--- src/rtl/sr_drv_pkg.sv ---
// Shared types and timing defaults for the SR latch bank driver.
package sr_drv_pkg;

  typedef enum logic [2:0] {
    IDLE,
    SETUP,
    PULSE,
    HOLD,
    SYNC,
    CHECK
  } state_t;

  localparam int SETUP_CYC_D = 1;
  localparam int PULSE_CYC_D = 2;
  localparam int HOLD_CYC_D  = 1;
  localparam int SYNC_STAGES = 2;

  function automatic int max_cyc(input int a, input int b);
    return (a > b) ? a : b;
  endfunction

endpackage

--- src/rtl/sr_latch_driver_if.sv ---
// Request/response handshake between the control logic and the latch driver.
interface sr_latch_driver_if #(
  parameter int N = 8
);
  localparam int IW = $clog2(N);

  logic          req_valid;
  logic          req_ready;
  logic [IW-1:0] req_idx;
  logic          req_val;
  logic          done;
  logic          err;

  modport master (
    output req_valid, req_idx, req_val,
    input  req_ready, done, err
  );

  modport slave (
    input  req_valid, req_idx, req_val,
    output req_ready, done, err
  );

endinterface

--- src/rtl/sr_latch_driver_sync_2ff.sv ---
// Two-flop synchronizer bringing the asynchronous latch Q readback into clk.
module sync_2ff #(
  parameter int W = 8
) (
  input  logic         clk,
  input  logic         rst_n,
  input  logic [W-1:0] d,
  output logic [W-1:0] q
);

  logic [W-1:0] meta;

  always_ff @(posedge clk) begin
    if (!rst_n) begin
      meta <= '0;
      q    <= '0;
    end else begin
      meta <= d;
      q    <= meta;
    end
  end

endmodule

--- src/rtl/sr_latch_driver.sv ---
// Sequences setup/pulse/hold on one gated SR latch per request, then verifies Q.
module sr_latch_driver
  import sr_drv_pkg::*;
#(
  parameter int N         = 8,
  parameter int SETUP_CYC = SETUP_CYC_D,
  parameter int PULSE_CYC = PULSE_CYC_D,
  parameter int HOLD_CYC  = HOLD_CYC_D
) (
  input  logic                clk,
  input  logic                rst_n,
  sr_latch_driver_if.slave    req,
  output logic [N-1:0]        s_out,
  output logic [N-1:0]        r_out,
  output logic [N-1:0]        en_out,
  input  logic [N-1:0]        q_in
);

  localparam int IW      = $clog2(N);
  localparam int MAX_CYC = max_cyc(max_cyc(SETUP_CYC, PULSE_CYC),
                                   max_cyc(HOLD_CYC, SYNC_STAGES));
  localparam int CW      = $clog2(MAX_CYC);

  localparam logic [CW-1:0] SETUP_LD = CW'(SETUP_CYC - 1);
  localparam logic [CW-1:0] PULSE_LD = CW'(PULSE_CYC - 1);
  localparam logic [CW-1:0] HOLD_LD  = CW'(HOLD_CYC - 1);
  localparam logic [CW-1:0] SYNC_LD  = CW'(SYNC_STAGES - 1);
  localparam logic [IW:0]   N_W      = (IW + 1)'(N);
  localparam logic [N-1:0]  ONE      = {{(N-1){1'b0}}, 1'b1};

  state_t        state, state_nxt;
  logic [CW-1:0] cnt, cnt_nxt;
  logic [IW-1:0] idx_q, idx_nxt;
  logic          val_q, val_nxt;
  logic          bad_q, bad_nxt;
  logic          accept, req_bad;
  logic          drive_nxt, pulse_nxt;
  logic [N-1:0]  sel_q, sel_nxt;
  logic [N-1:0]  q_sync;

  sync_2ff #(.W(N)) u_sync (
    .clk   (clk),
    .rst_n (rst_n),
    .d     (q_in),
    .q     (q_sync)
  );

  assign accept  = req.req_valid && (state == IDLE);
  assign req_bad = ({1'b0, req.req_idx} >= N_W);

  // The phase counter reloads on every state entry and saturates at zero.
  always_comb begin
    state_nxt = state;
    cnt_nxt   = (cnt != '0) ? cnt - 1'b1 : cnt;
    idx_nxt   = idx_q;
    val_nxt   = val_q;
    bad_nxt   = bad_q;
    case (state)
      IDLE: begin
        if (accept) begin
          idx_nxt = req.req_idx;
          val_nxt = req.req_val;
          bad_nxt = req_bad;
          if (req_bad) begin
            state_nxt = CHECK;
          end else begin
            state_nxt = SETUP;
            cnt_nxt   = SETUP_LD;
          end
        end
      end
      SETUP: if (cnt == '0) begin state_nxt = PULSE; cnt_nxt = PULSE_LD; end
      PULSE: if (cnt == '0) begin state_nxt = HOLD;  cnt_nxt = HOLD_LD;  end
      HOLD:  if (cnt == '0) begin state_nxt = SYNC;  cnt_nxt = SYNC_LD;  end
      SYNC:  if (cnt == '0) state_nxt = CHECK;
      CHECK: state_nxt = IDLE;
      default: state_nxt = IDLE;
    endcase
  end

  // Latch lines are registered from next-state so enable never glitches on a state change.
  assign sel_nxt   = ONE << idx_nxt;
  assign drive_nxt = (state_nxt == SETUP) || (state_nxt == PULSE) || (state_nxt == HOLD);
  assign pulse_nxt = (state_nxt == PULSE);

  always_ff @(posedge clk) begin
    if (!rst_n) begin
      state  <= IDLE;
      cnt    <= '0;
      idx_q  <= '0;
      val_q  <= 1'b0;
      bad_q  <= 1'b0;
      s_out  <= '0;
      r_out  <= '0;
      en_out <= '0;
    end else begin
      state  <= state_nxt;
      cnt    <= cnt_nxt;
      idx_q  <= idx_nxt;
      val_q  <= val_nxt;
      bad_q  <= bad_nxt;
      s_out  <= (drive_nxt && val_nxt)  ? sel_nxt : '0;
      r_out  <= (drive_nxt && !val_nxt) ? sel_nxt : '0;
      en_out <= pulse_nxt ? sel_nxt : '0;
    end
  end

  assign sel_q         = ONE << idx_q;
  assign req.req_ready = (state == IDLE);
  assign req.done      = (state == CHECK);
  assign req.err       = (state == CHECK) && (bad_q || ((|(q_sync & sel_q)) != val_q));

endmodule

--- src/flat_wrapper.sv ---
// flat-port wrapper written by rule: the top's interface ports become plain ports
module sr_latch_driver_flat import sr_drv_pkg::*;
#(
  parameter int N         = 8,
  parameter int SETUP_CYC = SETUP_CYC_D,
  parameter int PULSE_CYC = PULSE_CYC_D,
  parameter int HOLD_CYC  = HOLD_CYC_D
)
  (clk, rst_n, s_out, r_out, en_out, q_in, req_req_valid, req_req_idx, req_req_val, req_req_ready, req_done, req_err);
  sr_latch_driver_if #(.N(N)) req_i ();
  input  logic clk;
  input  logic rst_n;
  output logic [N-1:0] s_out;
  output logic [N-1:0] r_out;
  output logic [N-1:0] en_out;
  input  logic [N-1:0] q_in;
  input wire logic [$bits(req_i.req_valid)-1:0] req_req_valid;
  input wire logic [$bits(req_i.req_idx)-1:0] req_req_idx;
  input wire logic [$bits(req_i.req_val)-1:0] req_req_val;
  output wire logic [$bits(req_i.req_ready)-1:0] req_req_ready;
  output wire logic [$bits(req_i.done)-1:0] req_done;
  output wire logic [$bits(req_i.err)-1:0] req_err;
  assign req_i.req_valid = req_req_valid;
  assign req_i.req_idx = req_req_idx;
  assign req_i.req_val = req_req_val;
  assign req_req_ready = req_i.req_ready;
  assign req_done = req_i.done;
  assign req_err = req_i.err;
  sr_latch_driver #(.N(N), .SETUP_CYC(SETUP_CYC), .PULSE_CYC(PULSE_CYC), .HOLD_CYC(HOLD_CYC)) u_core (.clk(clk), .rst_n(rst_n), .req(req_i), .s_out(s_out), .r_out(r_out), .en_out(en_out), .q_in(q_in));
endmodule
--- config.mk ---
export PLATFORM = sky130hd
export DESIGN_NAME = sr_latch_driver_flat
export DESIGN_NICKNAME = d
export VERILOG_FILES = /design/src/rtl/sr_drv_pkg.sv /design/src/rtl/sr_latch_driver_if.sv /design/src/rtl/sr_latch_driver_sync_2ff.sv /design/src/rtl/sr_latch_driver.sv /design/src/flat_wrapper.sv
export SDC_FILE = /design/constraint.sdc
export NUM_CORES = 1
export LEC_CHECK = 0
export CAP_MARGIN = 20
export CORE_MARGIN = 2
export CORE_UTILIZATION = 30
export CTS_CLUSTER_DIAMETER = 40
export DETAILED_ROUTE_END_ITERATION = 10
export GPL_TIMING_DRIVEN = 0
export PLACE_DENSITY = 0.59
export RECOVER_POWER = 50
export SYNTH_ARGS = -nofsm -noshare
export SYNTH_HDL_FRONTEND = slang
export SYNTH_HIERARCHICAL = 1
export SYNTH_SLANG_ARGS = --single-unit
--- constraint.sdc ---
create_clock -name clk -period 1.4 [get_ports clk]
set_input_delay 0.21 -clock clk [delete_from_list [all_inputs] [get_ports clk]]
set_output_delay 0.21 -clock clk [all_outputs]
set_load 0.005 [all_outputs]
# == Word level (Yosys, flattened, before mapping) ==
# Cells that the tools add are included.
# Widths: inputs -> output; s select.
# totals
ramBits,0
rom_bits,0
mem_count,0
latch_bits,0
word_cells,50
regBits,48
# classes
div_mod_pow,0
add_sub_neg,1
n_reduce_logical,13
n_mul,0
eq_ne,9
bitwise_logic,1
n_lt_le_gt_ge,0
n_mux,15
n_shift,2
# ops
cell,n
$mux 3,7
$shl 1x3->8 const A,2
$pmux 3 s5,1
$eq 3x2->1 const B,4
$and 8x8->8,1
$reduce_or 8->1,1
$eq 3x1->1 const B,2
$eq 3x3->1 const B,2
$mux 1,6
$reduce_and 2->1,3
$logic_and 1x1->1,4
$logic_not 3->1,1
$pmux 1 s3,1
$logic_or 1x1->1,2
$reduce_or 2->1,1
$logic_not 1->1,1
$ne 1x1->1,1
$sub 1x1->1 const B,1

# == Logic depth before layout (Yosys ltp) ==
# Gate-level depths: netlist of run 1.
# logic_depth
word_depth,9
ltp_mapped,5

# == Hierarchy ==
# The synthesis of run 1 kept the hierarchy.
# by_module_without_submodules
mod,seq_area_each_um2,cells_each,n_inst,area_each_um2
sr_latch_driver,640.6,121,1,1218.7
sync_2ff,320.3,33,1,446.7

# == Least setup slack after synthesis of run 1 ==
# Ideal clock, no wire load.
# synth_timing
kind,flip-flop to output port
from,reg u_core.idx_q[2]
to,out req_err
path_stages_with_launch,6
path_buffers,1
arrival_time_ns,1.267
slack_ns,-0.077
t_required_ns,1.190
cell_sequence,dfxtp_1 buf_4 mux2i_1 mux4_2 xor2_1 nor3_2
# synth_via
elab_chain_cells,5
# synth_rtl
item,line_no,source
start: declaration,sr_latch_driver.sv:33,"logic [IW-1:0] idx_q, idx_nxt;"
start signal: assignment,sr_latch_driver.sv:99,idx_q <= idx_nxt;
$shl 1x3->8,sr_latch_driver.sv:108,assign sel_q = ONE << idx_q;
$and 8x8->8,sr_latch_driver.sv:111,assign req.err = (state == CHECK) && (bad_q || ((|(q_sync & sel_q)) != val_q));
$reduce_or 8->1,sr_latch_driver.sv:111,
$ne 1x1->1,sr_latch_driver.sv:111,
$logic_and 1x1->1,sr_latch_driver.sv:111,
end: declaration,flat_wrapper.sv:22,output wire logic [$bits(req_i.err)-1:0] req_err;
# No other way between the ends.

# == Worst setup path after layout of run 1 ==
# Same ends and word-level chain as after synthesis.

==> results of run 1 <==
## final timing paths
check	from	endpoint	slack, ns
hold reg to reg	u_core/u_sync/meta[1]$_SDFF_PN0_	u_core/u_sync/q[1]$_SDFF_PN0_	0.44
setup reg to reg	u_core/state[1]$_SDFF_PN0_	u_core/r_out[0]$_SDFF_PN0_	-0.32
hold / removal	u_core/u_sync/meta[1]$_SDFF_PN0_	u_core/u_sync/q[1]$_SDFF_PN0_	0.44
setup / recovery	u_core/idx_q[2]$_SDFF_PN0_	req_err	-0.50
## kinds of logic (layout without fill, tap and decap cells)
logic type	after synthesis	after routing	share of synthesized area, %
buffers and inverters	7	71	2.628
AOI/OAI and AO/OA	7	7	3.381
and+or+nand+nor	78	78	26.45
DFF	48	48	57.70
muxes	13	13	9.316
xor gates and xnor gates	1	1	0.5260
## where the power goes
group / internal, mW / switching (mW) / leakage [nW]
logic: 0.326 / 0.259 / 0.543
clock network: 0.401 / 0.431 / 0.0445
registers: 1.42 / 0.0337 / 0.393
## timing repair
action | CTS | global route
pin swaps | 1 | 6
buffers inserted | 10 | 6
gates resized for setup | 39 | 18
endpoints found under the setup margin | 32 | 32
## registers in the layout, summed over array words and instances, names as in the netlist
name	count
u_core/r_out	8
u_core/cnt	1
u_core/idx_q	3
u_core/val_q	1
u_core/state	3
u_core/u_sync/meta	8
u_core/en_out	8
u_core/u_sync/q	8
u_core/s_out	8
## layout make-up
class                           instances  area [um2]
Clock inverter                          1       7.507
Multi-Input combinational cell         99       767.0
Clock buffer                            7       86.33
Buffer                                  6       50.05
Fill cell                             517        2899
Tap cell                               72       90.09
Sequential cell                        48       965.9
Timing Repair Buffer                   57       573.1
## per-layer routing
metal / GRT usage (%) / wire length, um / vias up
met2: 18.21 / 1687 / 36
met4: 4.737 / 52 / 0
met1: 12.74 / 1368 / 536
met5: 0 / 0 / -
li1: - / - / 622
met3: 3.103 / 163 / 7
## metrics by stage
step / setup slack, ns / utilization [%] / instances / area, um2
global placement: -0.6486 / 40.17 / 267 / 2185
CTS: -0.5364 / 44.95 / 284 / 2445
finish: -0.4976 / 46.70 / 290 / 2540
global route: -0.5669 / 46.70 / 290 / 2540
detailed placement: -0.6453 / 40.17 / 267 / 2185
floorplan: -0.07693 / - / 154 / 1684
## cells in the final DEF, fill, tap and decap left out, types with 4 or more instances in the layout
cell / netlist / final
nand2_1: 13 / 6
buf_4: 2 / 7
clkdlybuf4s50_1: 0 / 36
nor2_1: 26 / 23
nand2_2: 0 / 4
and2_1: 10 / 6
mux2i_1: 8 / 6
buf_6: 1 / 10
dfxtp_1: 48 / 46
clkbuf_8: 0 / 6
and2_2: 12 / 12
==> reports/metrics.yaml, run 1 <==
pwr:
  power_density_mw_per_mm2: 1131
  vdd_ir_drop_max_mv: 0.4659
  leakagePower_nw: 0.9802
  design_power_total_mw: 2.874
clocking:
  holdBufCountCts: 0
  clockBufferDepth: 2
  clk_pin_slew_ns: 0.08
  cts_root_buf: "clkbuf_8"
  cts_inserted_buffers: 5
  cts_tree: "built"
  htree_levels: 2
  cts.sinks: 48
  clk_latency_ns: 0.30
place:
  port_buffers: 41
  place_congestion: 0.7551
  hpwl_um: 2129
timing:
  finalSetupViolCount: 30
  finalCriticalPeriod_ns: 1.898
  fin_skew_ns: 0.003541
  relSlewSlack_pct: 64.93
  rsz0062_at_grt: "yes"
  setup_slack_ns: -0.4976
  hold_viol: 0
  drv_slew: 0
  fmax_mhz: 527.0
  finalSetupTns_ns: -7.566
  worst_slew_pin_slew_ns: 0.5114
  timing.hold.ws_ns: 0.4364
  finalCritPeriodShare_pct: 135.5
worst_hold_path:
  hold-path-cell-count: 1
  hold_class: "flip-flop to flip-flop"
die:
  die_w_um: 78.51
  coreArea_mm2: 0.005439
  die_y_um: 78.51
  rows: 27
  initial_core_util_pct: 30.62
  dieArea_mm2: 0.006163
  io_pins: 42
global_route:
  grt_overflow: 0
  grt_pass1_vias: 1110
  track_usage_pct: 10.81
  antenna_found_initial: 0
  grt_pass1_wl_um: 5154
  grt_max_degree: 15
logic_synthesis:
  synth_commonest_cells: "48 x dfxtp_1, 26 x nor2_1, 13 x nand2_1"
  synth_edf_count: 0
  yosys.area.top_type: "dfxtp_1"
  ys_warn_count: 6
  syn_nets: 169
  synth_ff_type: "dfxtp_1"
  netlist_area_mm2: 0.001665
  ys_seq_area_share_pct: 57.70
  synth_top_area_share_pct: 57.70
  synth_most_common_cell: "dfxtp_1"
  ys_async_sr_fraction_pct: 0
  synth_cell_types: 31
  avgSynthCellArea_um2: 10.81
  synth-seq-cells: 48
  yosys-top-cells-area: "dfxtp_1 58%, nor2_1 5.9%, and2_2 5.4%"
  syn_inst: 154
final_layout:
  num-nets-final: 232
  area_growth_pct: 52.52
  drive_gt1_share_pct: 33.94
  antenna_cells: 0
routing:
  wl_per_cell_um: 11.28
  drt_iter0_markers: 53
  routed_wl_um: 3271
  ant_nets: 0
  num_vias: 1201
  vias_per_cell: 4.141
  dr.pass1.iters: 6
  drc: 0
run_status:
  violations: "negative setup slack"
  status: "finished, violations left"
worst_setup_path:
  critical_path_buf_inv_count: 1
  crit_cells: 5
  crit_required_ns: 1.19
  crit_path_top_delay_cell: "mux4_2"
  max_stage_delay_ns: 0.50
  path_cells: "mux2i_1 > mux4_2 > xor2_2 > nor3_2 > buf_2"
  arrival_ns: 1.69
  critPathTopFamily: "multiplexers"
  startpoint_type: "flip-flop"
  cp_max_fo: 6
  endpoint_kind: "output port"
  crit_type: "flip-flop to output port"
  ff2ff_path_depth: 5
job:
  cap_violations: 0
Power figures use the tool's default switching activity.
==> inputs of run 2 (changes only) <==
--- a/config.mk
+++ b/config.mk
@@ -10,8 +10,9 @@
 export CORE_UTILIZATION = 30
 export CTS_CLUSTER_DIAMETER = 40
 export DETAILED_ROUTE_END_ITERATION = 10
+export DONT_BUFFER_PORTS = 1
 export GPL_TIMING_DRIVEN = 0
-export PLACE_DENSITY = 0.59
+export PLACE_DENSITY = 0.49
 export RECOVER_POWER = 50
 export SYNTH_ARGS = -nofsm -noshare
 export SYNTH_HDL_FRONTEND = slang
==> run 2 against run 1 <==
Compared with the run above: the run still ends with negative setup slack left; critical path type unchanged; clock-buffer cell count shrank 2; sequential cell count did not move; worst setup slack better by 0.095 ns; largest power group unchanged; critical endpoint unchanged; cell count shrank 15%; first-iteration DRC count down 25%; global-route usage down 0.63 points; fmax rose by 5.3%; worst hold slack lost 0.38 ns.
==> reports/metrics.yaml, run 2 (synthesis gave the netlist of run 1 again) <==
place:
  port_buffers: 0  # -100%
  place_congestion: 0.7632  # +1.1%
  hpwl_um: 2183  # +2.5%
die:
  rows: 27  # unchanged
  die_y_um: 78.51  # unchanged
  die_w_um: 78.51  # unchanged
  dieArea_mm2: 0.006163  # unchanged
  initial_core_util_pct: 30.62  # unchanged
  coreArea_mm2: 0.005439  # unchanged
  io_pins: 42  # unchanged
pwr:
  leakagePower_nw: 0.8608  # -12%
  power_density_mw_per_mm2: 1405  # +24%
  design_power_total_mw: 3.105  # +8.0%
  vdd_ir_drop_max_mv: 0.7018  # +51%
global_route:
  antenna_found_initial: 0  # unchanged
  grt_overflow: 0  # unchanged
  grt_pass1_vias: 1008  # -9.2%
  track_usage_pct: 10.18  # -0.63 points
  grt_max_degree: 15  # unchanged
  grt_pass1_wl_um: 4850  # -5.9%
routing:
  routed_wl_um: 3038  # -7.1%
  drc: 0  # unchanged
  num_vias: 1070  # -11%
  drt_iter0_markers: 40  # -25%
  dr.pass1.iters: 3  # -3
  vias_per_cell: 4.350  # +5.0%
  wl_per_cell_um: 12.35  # +9.5%
  ant_nets: 0  # unchanged
worst_hold_path:
  hold-path-cell-count: 1  # unchanged
  hold_class: "input pin to flip-flop"
job:
  cap_violations: 0  # unchanged
final_layout:
  regArea_um2: 965.9  # unchanged
  antenna_cells: 0  # unchanged
  area_growth_pct: 32.68
  num-nets-final: 189  # -19%
  drive_gt1_share_pct: 44.83  # +11 points
  fill_cells: 509  # -1.5%
  multi_input_area_um2: 840.8  # +9.6%
  layout_common_cells: "46 x dfxtp_1, 19 x nor2_1, 12 x and2_2"
  layout_commonest_cell: "dfxtp_1"
worst_setup_path:
  crit_path_top_delay_cell: "mux4_2"
  path_cells: "mux4_2 > xor2_2 > nor3_2"
  arrival_ns: 1.59  # -0.10 ns
  crit_type: "flip-flop to output port"
  endpoint_kind: "output port"
  crit_cells: 3  # -2
  critical_path_buf_inv_count: 0  # -1
  critPathTopFamily: "multiplexers"
  cp_max_fo: 3  # -3
  max_stage_delay_ns: 0.56  # +0.06 ns
  startpoint_type: "flip-flop"
  crit_required_ns: 1.19  # about the same
  ff2ff_path_depth: 7  # +2
timing:
  finalSetupViolCount: 29  # -3.3%
  finalSetupTns_ns: -5.448  # +2.118 ns
  fin_skew_ns: 0.006973  # +0.003432 ns
  setup_slack_ns: -0.4025  # +0.09508 ns
  drv_slew: 0  # unchanged
  hold_viol: 0  # unchanged
  relSlewSlack_pct: 75.02  # +10 points
  rsz0062_at_grt: "yes"
  finalCriticalPeriod_ns: 1.803  # -0.09508 ns
  finalCritPeriodShare_pct: 128.8  # -6.8 points
  worst_slew_pin_slew_ns: 0.3718  # -0.1396 ns
  fmax_mhz: 554.8  # +5.3%
clocking:
  holdBufCountCts: 0  # unchanged
  clk_pin_slew_ns: 0.08  # about the same
  cts_root_buf: "clkbuf_8"
  clockBufferDepth: 2  # unchanged
  cts_tree: "built"
  cts_inserted_buffers: 5  # unchanged
  cts.sinks: 48  # unchanged
  htree_levels: 2  # unchanged
  clk_latency_ns: 0.29  # about the same
run_status:
  violations: "negative setup slack"
  status: "finished, violations left"
run 2: final timing paths:
check / startpoint / to / slack [ns]
worst min-delay path: rst_n / u_core/u_sync/meta[1]$_SDFF_PN0_ / 0.05
worst min register to register: u_core/u_sync/meta[1]$_SDFF_PN0_ / u_core/u_sync/q[1]$_SDFF_PN0_ / 0.44
worst max register to register: u_core/state[1]$_SDFF_PN0_ / u_core/en_out[2]$_SDFF_PN0_ / -0.22
worst max-delay path: u_core/idx_q[0]$_SDFF_PN0_ / req_err / -0.40
run 2: worst register-to-register path: cells and delay by family, from the launching register on:
kind                   cells  cell delay [ns]
muxes                      1             0.25
DFF                        1             0.33
and+or+nand+nor            3             0.44
buffers and inverters      3             0.54
run 2: final cells by class:
cell class / count / share of cell area [%]
tap: 72 / 4.077
multi-input combinational: 99 / 38.05
sequential: 48 / 43.71
buffer: 6 / 1.642
clock buffer: 5 / 3.114
clock inverter: 2 / 2.718
timing repair buffer: 14 / 6.682
run 2: where the power goes:
part           internal, mW  switching, mW  total, mW
Combinational         0.271          0.263      0.533
Clock                 0.702          0.409       1.11
Sequential             1.42         0.0367       1.46
run 2: through the flow:
| step | setup WS [ns] | hold WS (ns) | utilization [%] | std cells | cell area, um2 |
|---|---|---|---|---|---|
| 4_1_cts | -0.4666 | 0.04498 | 37.68 | 238 | 2049 |
| 3_3_place_gp | -0.2471 | 0.3484 | 32.62 | 226 | 1774 |
| 6_report | -0.4025 | 0.05430 | 40.63 | 246 | 2210 |
| 5_1_grt | -0.4812 | 0.04037 | 40.63 | 246 | 2210 |
| 3_5_place_dp | -0.2873 | 0.3490 | 32.62 | 226 | 1774 |
| 2_1_floorplan | -0.07693 | 0.3462 | - | 154 | 1684 |
run 2: routing by layer:
metal / vias to the layer above / track usage [%] / wire, um
li1: 539 / - / -
met1: 495 / 11.89 / 1297
met2: 31 / 17.18 / 1557
met3: 5 / 3.908 / 154
met4: 0 / 3.158 / 29
met5: - / 0 / 0
run 2: timing repair:
action / CTS / global route
gates resized for setup: 26 / 30
endpoints found under the setup margin: 32 / 31
buffers inserted: 6 / 9
pin swaps: 7 / 15
==> inputs of run 3 (changes only) <==
--- a/config.mk
+++ b/config.mk
@@ -14,6 +14,7 @@
 export GPL_TIMING_DRIVEN = 0
 export PLACE_DENSITY = 0.49
 export RECOVER_POWER = 50
+export SKIP_LAST_GASP = 1
 export SYNTH_ARGS = -nofsm -noshare
 export SYNTH_HDL_FRONTEND = slang
 export SYNTH_HIERARCHICAL = 1
==> run 3 against run 2 <==
Compared with the run above: the flow still finishes with violations (negative setup slack); cell area down 0.23%; sequential cell count unchanged; clock skew about the same; utilization decreased by 0.092 points; critical path type unchanged.
==> reports/metrics.yaml, run 3 (synthesis gave the netlist of run 1 again) <==
run_status:
  status: "finished, violations left"
  violations: "negative setup slack"
routing:
  routed_wl_um: 3021  # -0.56%
  drc: 0  # unchanged
  wl_per_cell_um: 12.28  # -0.56%
  vias_per_cell: 4.374  # +0.56%
  wl_met1_um: 1293  # -0.31%
  num_vias: 1076  # +0.56%
  top_layer: "met4"
  drt_iter0_markers: 41  # +2.5%
  wl_met3_um: 154  # unchanged
  dr.pass1.iters: 2  # -1
  wl_met2_um: 1544  # -0.83%
  ant_nets: 0  # unchanged
global_route:
  grt_overflow: 0  # unchanged
  track_usage_pct: 10.18  # unchanged
  grt_max_degree: 15  # unchanged
  grt_pass1_vias: 1008  # unchanged
  grt_pass1_wl_um: 4850  # unchanged
  antenna_found_initial: 0  # unchanged
pwr:
  power_density_mw_per_mm2: 1406  # about the same
  design_power_total_mw: 3.100  # -0.18%
  leakagePower_nw: 0.8571  # -0.43%
  vdd_ir_drop_max_mv: 0.7010  # -0.11%
die:
  dieArea_mm2: 0.006163  # unchanged
  rows: 27  # unchanged
  initial_core_util_pct: 30.62  # unchanged
  die_y_um: 78.51  # unchanged
  io_pins: 42  # unchanged
  coreArea_mm2: 0.005439  # unchanged
  die_w_um: 78.51  # unchanged
worst_setup_path:
  ff2ff_setup_slack_ns: -0.22  # about the same
  arrival_ns: 1.59  # about the same
  endpoint_kind: "output port"
  startpoint_type: "flip-flop"
  crit_type: "flip-flop to output port"
  crit_required_ns: 1.19  # about the same
  cp_max_fo: 3  # unchanged
place:
  place_congestion: 0.7632  # unchanged
  dp_slack_ns: -0.2873  # unchanged
  port_buffers: 0  # unchanged
  hpwl_um: 2183  # unchanged
  place_inst: 226  # unchanged
clocking:
  clockBufferDepth: 2  # unchanged
  cts_inserted_buffers: 5  # unchanged
  cts.sinks: 48  # unchanged
  cts_root_buf: "clkbuf_8"
  clk_latency_ns: 0.29  # about the same
  holdBufCountCts: 0  # unchanged
  clk_pin_slew_ns: 0.08  # about the same
  cts_tree: "built"
  htree_levels: 2  # unchanged
timing:
  relSlewSlack_pct: 75.02  # about the same
  setup_slack_ns: -0.4010  # +0.001525 ns
  rsz0062_at_grt: "yes"
  finalCriticalPeriod_ns: 1.801  # -0.001525 ns
  fin_skew_ns: 0.007188  # +0.0002155 ns
  finalCritPeriodShare_pct: 128.6  # about the same
  worst_slew_pin_slew_ns: 0.3718  # +0.000001311 ns
  hold_viol: 0  # unchanged
  finalSetupViolCount: 29  # unchanged
  fmax_mhz: 555.2  # about the same
  drv_slew: 0  # unchanged
final_layout:
  num-nets-final: 189  # unchanged
  layout_commonest_cell: "dfxtp_1"
  antenna_cells: 0  # unchanged
  layout_common_cells: "46 x dfxtp_1, 19 x nor2_1, 12 x and2_2"
  fin_util_pct: 40.53  # -0.092 points
  fill_cells: 509  # unchanged
  drive_gt1_share_pct: 44.83  # unchanged
  area_growth_pct: 32.38
  stdcell_count: 246  # unchanged
job:
  cap_violations: 0  # unchanged
worst_hold_path:
  hold_class: "input pin to flip-flop"
run 3: layer usage:
layer,vias to the layer above,track usage (%)
met5,-,0
met4,0,3.158
met3,5,3.908
met2,31,17.18
met1,501,11.89
li1,539,-
run 3: repair_timing:
item / 4_1_cts / 5_1_grt
endpoints found under the hold margin: 0 / 0
pin swaps: 7 / 15
resized for setup: 26 / 29
setup endpoints to repair: 32 / 31
setup buffers: 6 / 9
run 3: metrics by stage:
stage / hold WS [ns] / TNS, ns / area (um2)
after floorplan: 0.3462 / -0.4212 / 1684
after global placement: 0.3484 / -4.496 / 1774
after detailed placement: 0.3490 / -5.238 / 1774
after CTS: 0.04498 / -4.490 / 2049
after global routing: 0.04037 / -7.997 / 2205
final: 0.05427 / -5.382 / 2205
run 3: critical path: stages (launching register included):
cell     delay (ns)
dfxtp_1        0.43
mux4_2         0.56
xor2_2         0.17
nor3_2         0.14
run 3: layout make-up:
cell class | instances | area (um2) | share of cell area [%]
clock inverters | 2 | 60.06 | 2.724
clock buffers | 5 | 68.82 | 3.121
well taps | 72 | 90.09 | 4.086
multi-input cells | 99 | 835.8 | 37.91
flip-flops and latches | 48 | 965.9 | 43.81
plain buffers | 6 | 36.28 | 1.646
repair buffers | 14 | 147.6 | 6.697
run 3: final timing paths:
kind,start,to,cells past startpoint
worst min register to register,u_core/u_sync/meta[1]$_SDFF_PN0_,u_core/u_sync/q[1]$_SDFF_PN0_,1
worst max-delay path,u_core/idx_q[0]$_SDFF_PN0_,req_err,3
worst max register to register,u_core/state[1]$_SDFF_PN0_,u_core/en_out[2]$_SDFF_PN0_,7
worst min-delay path,rst_n,u_core/u_sync/meta[1]$_SDFF_PN0_,1
run 3: report_power, final:
group / internal, mW / total (mW) / switching, mW
logic: 0.269 / 0.528 / 0.259
clock network: 0.702 / 1.11 / 0.409
registers: 1.42 / 1.46 / 0.0367
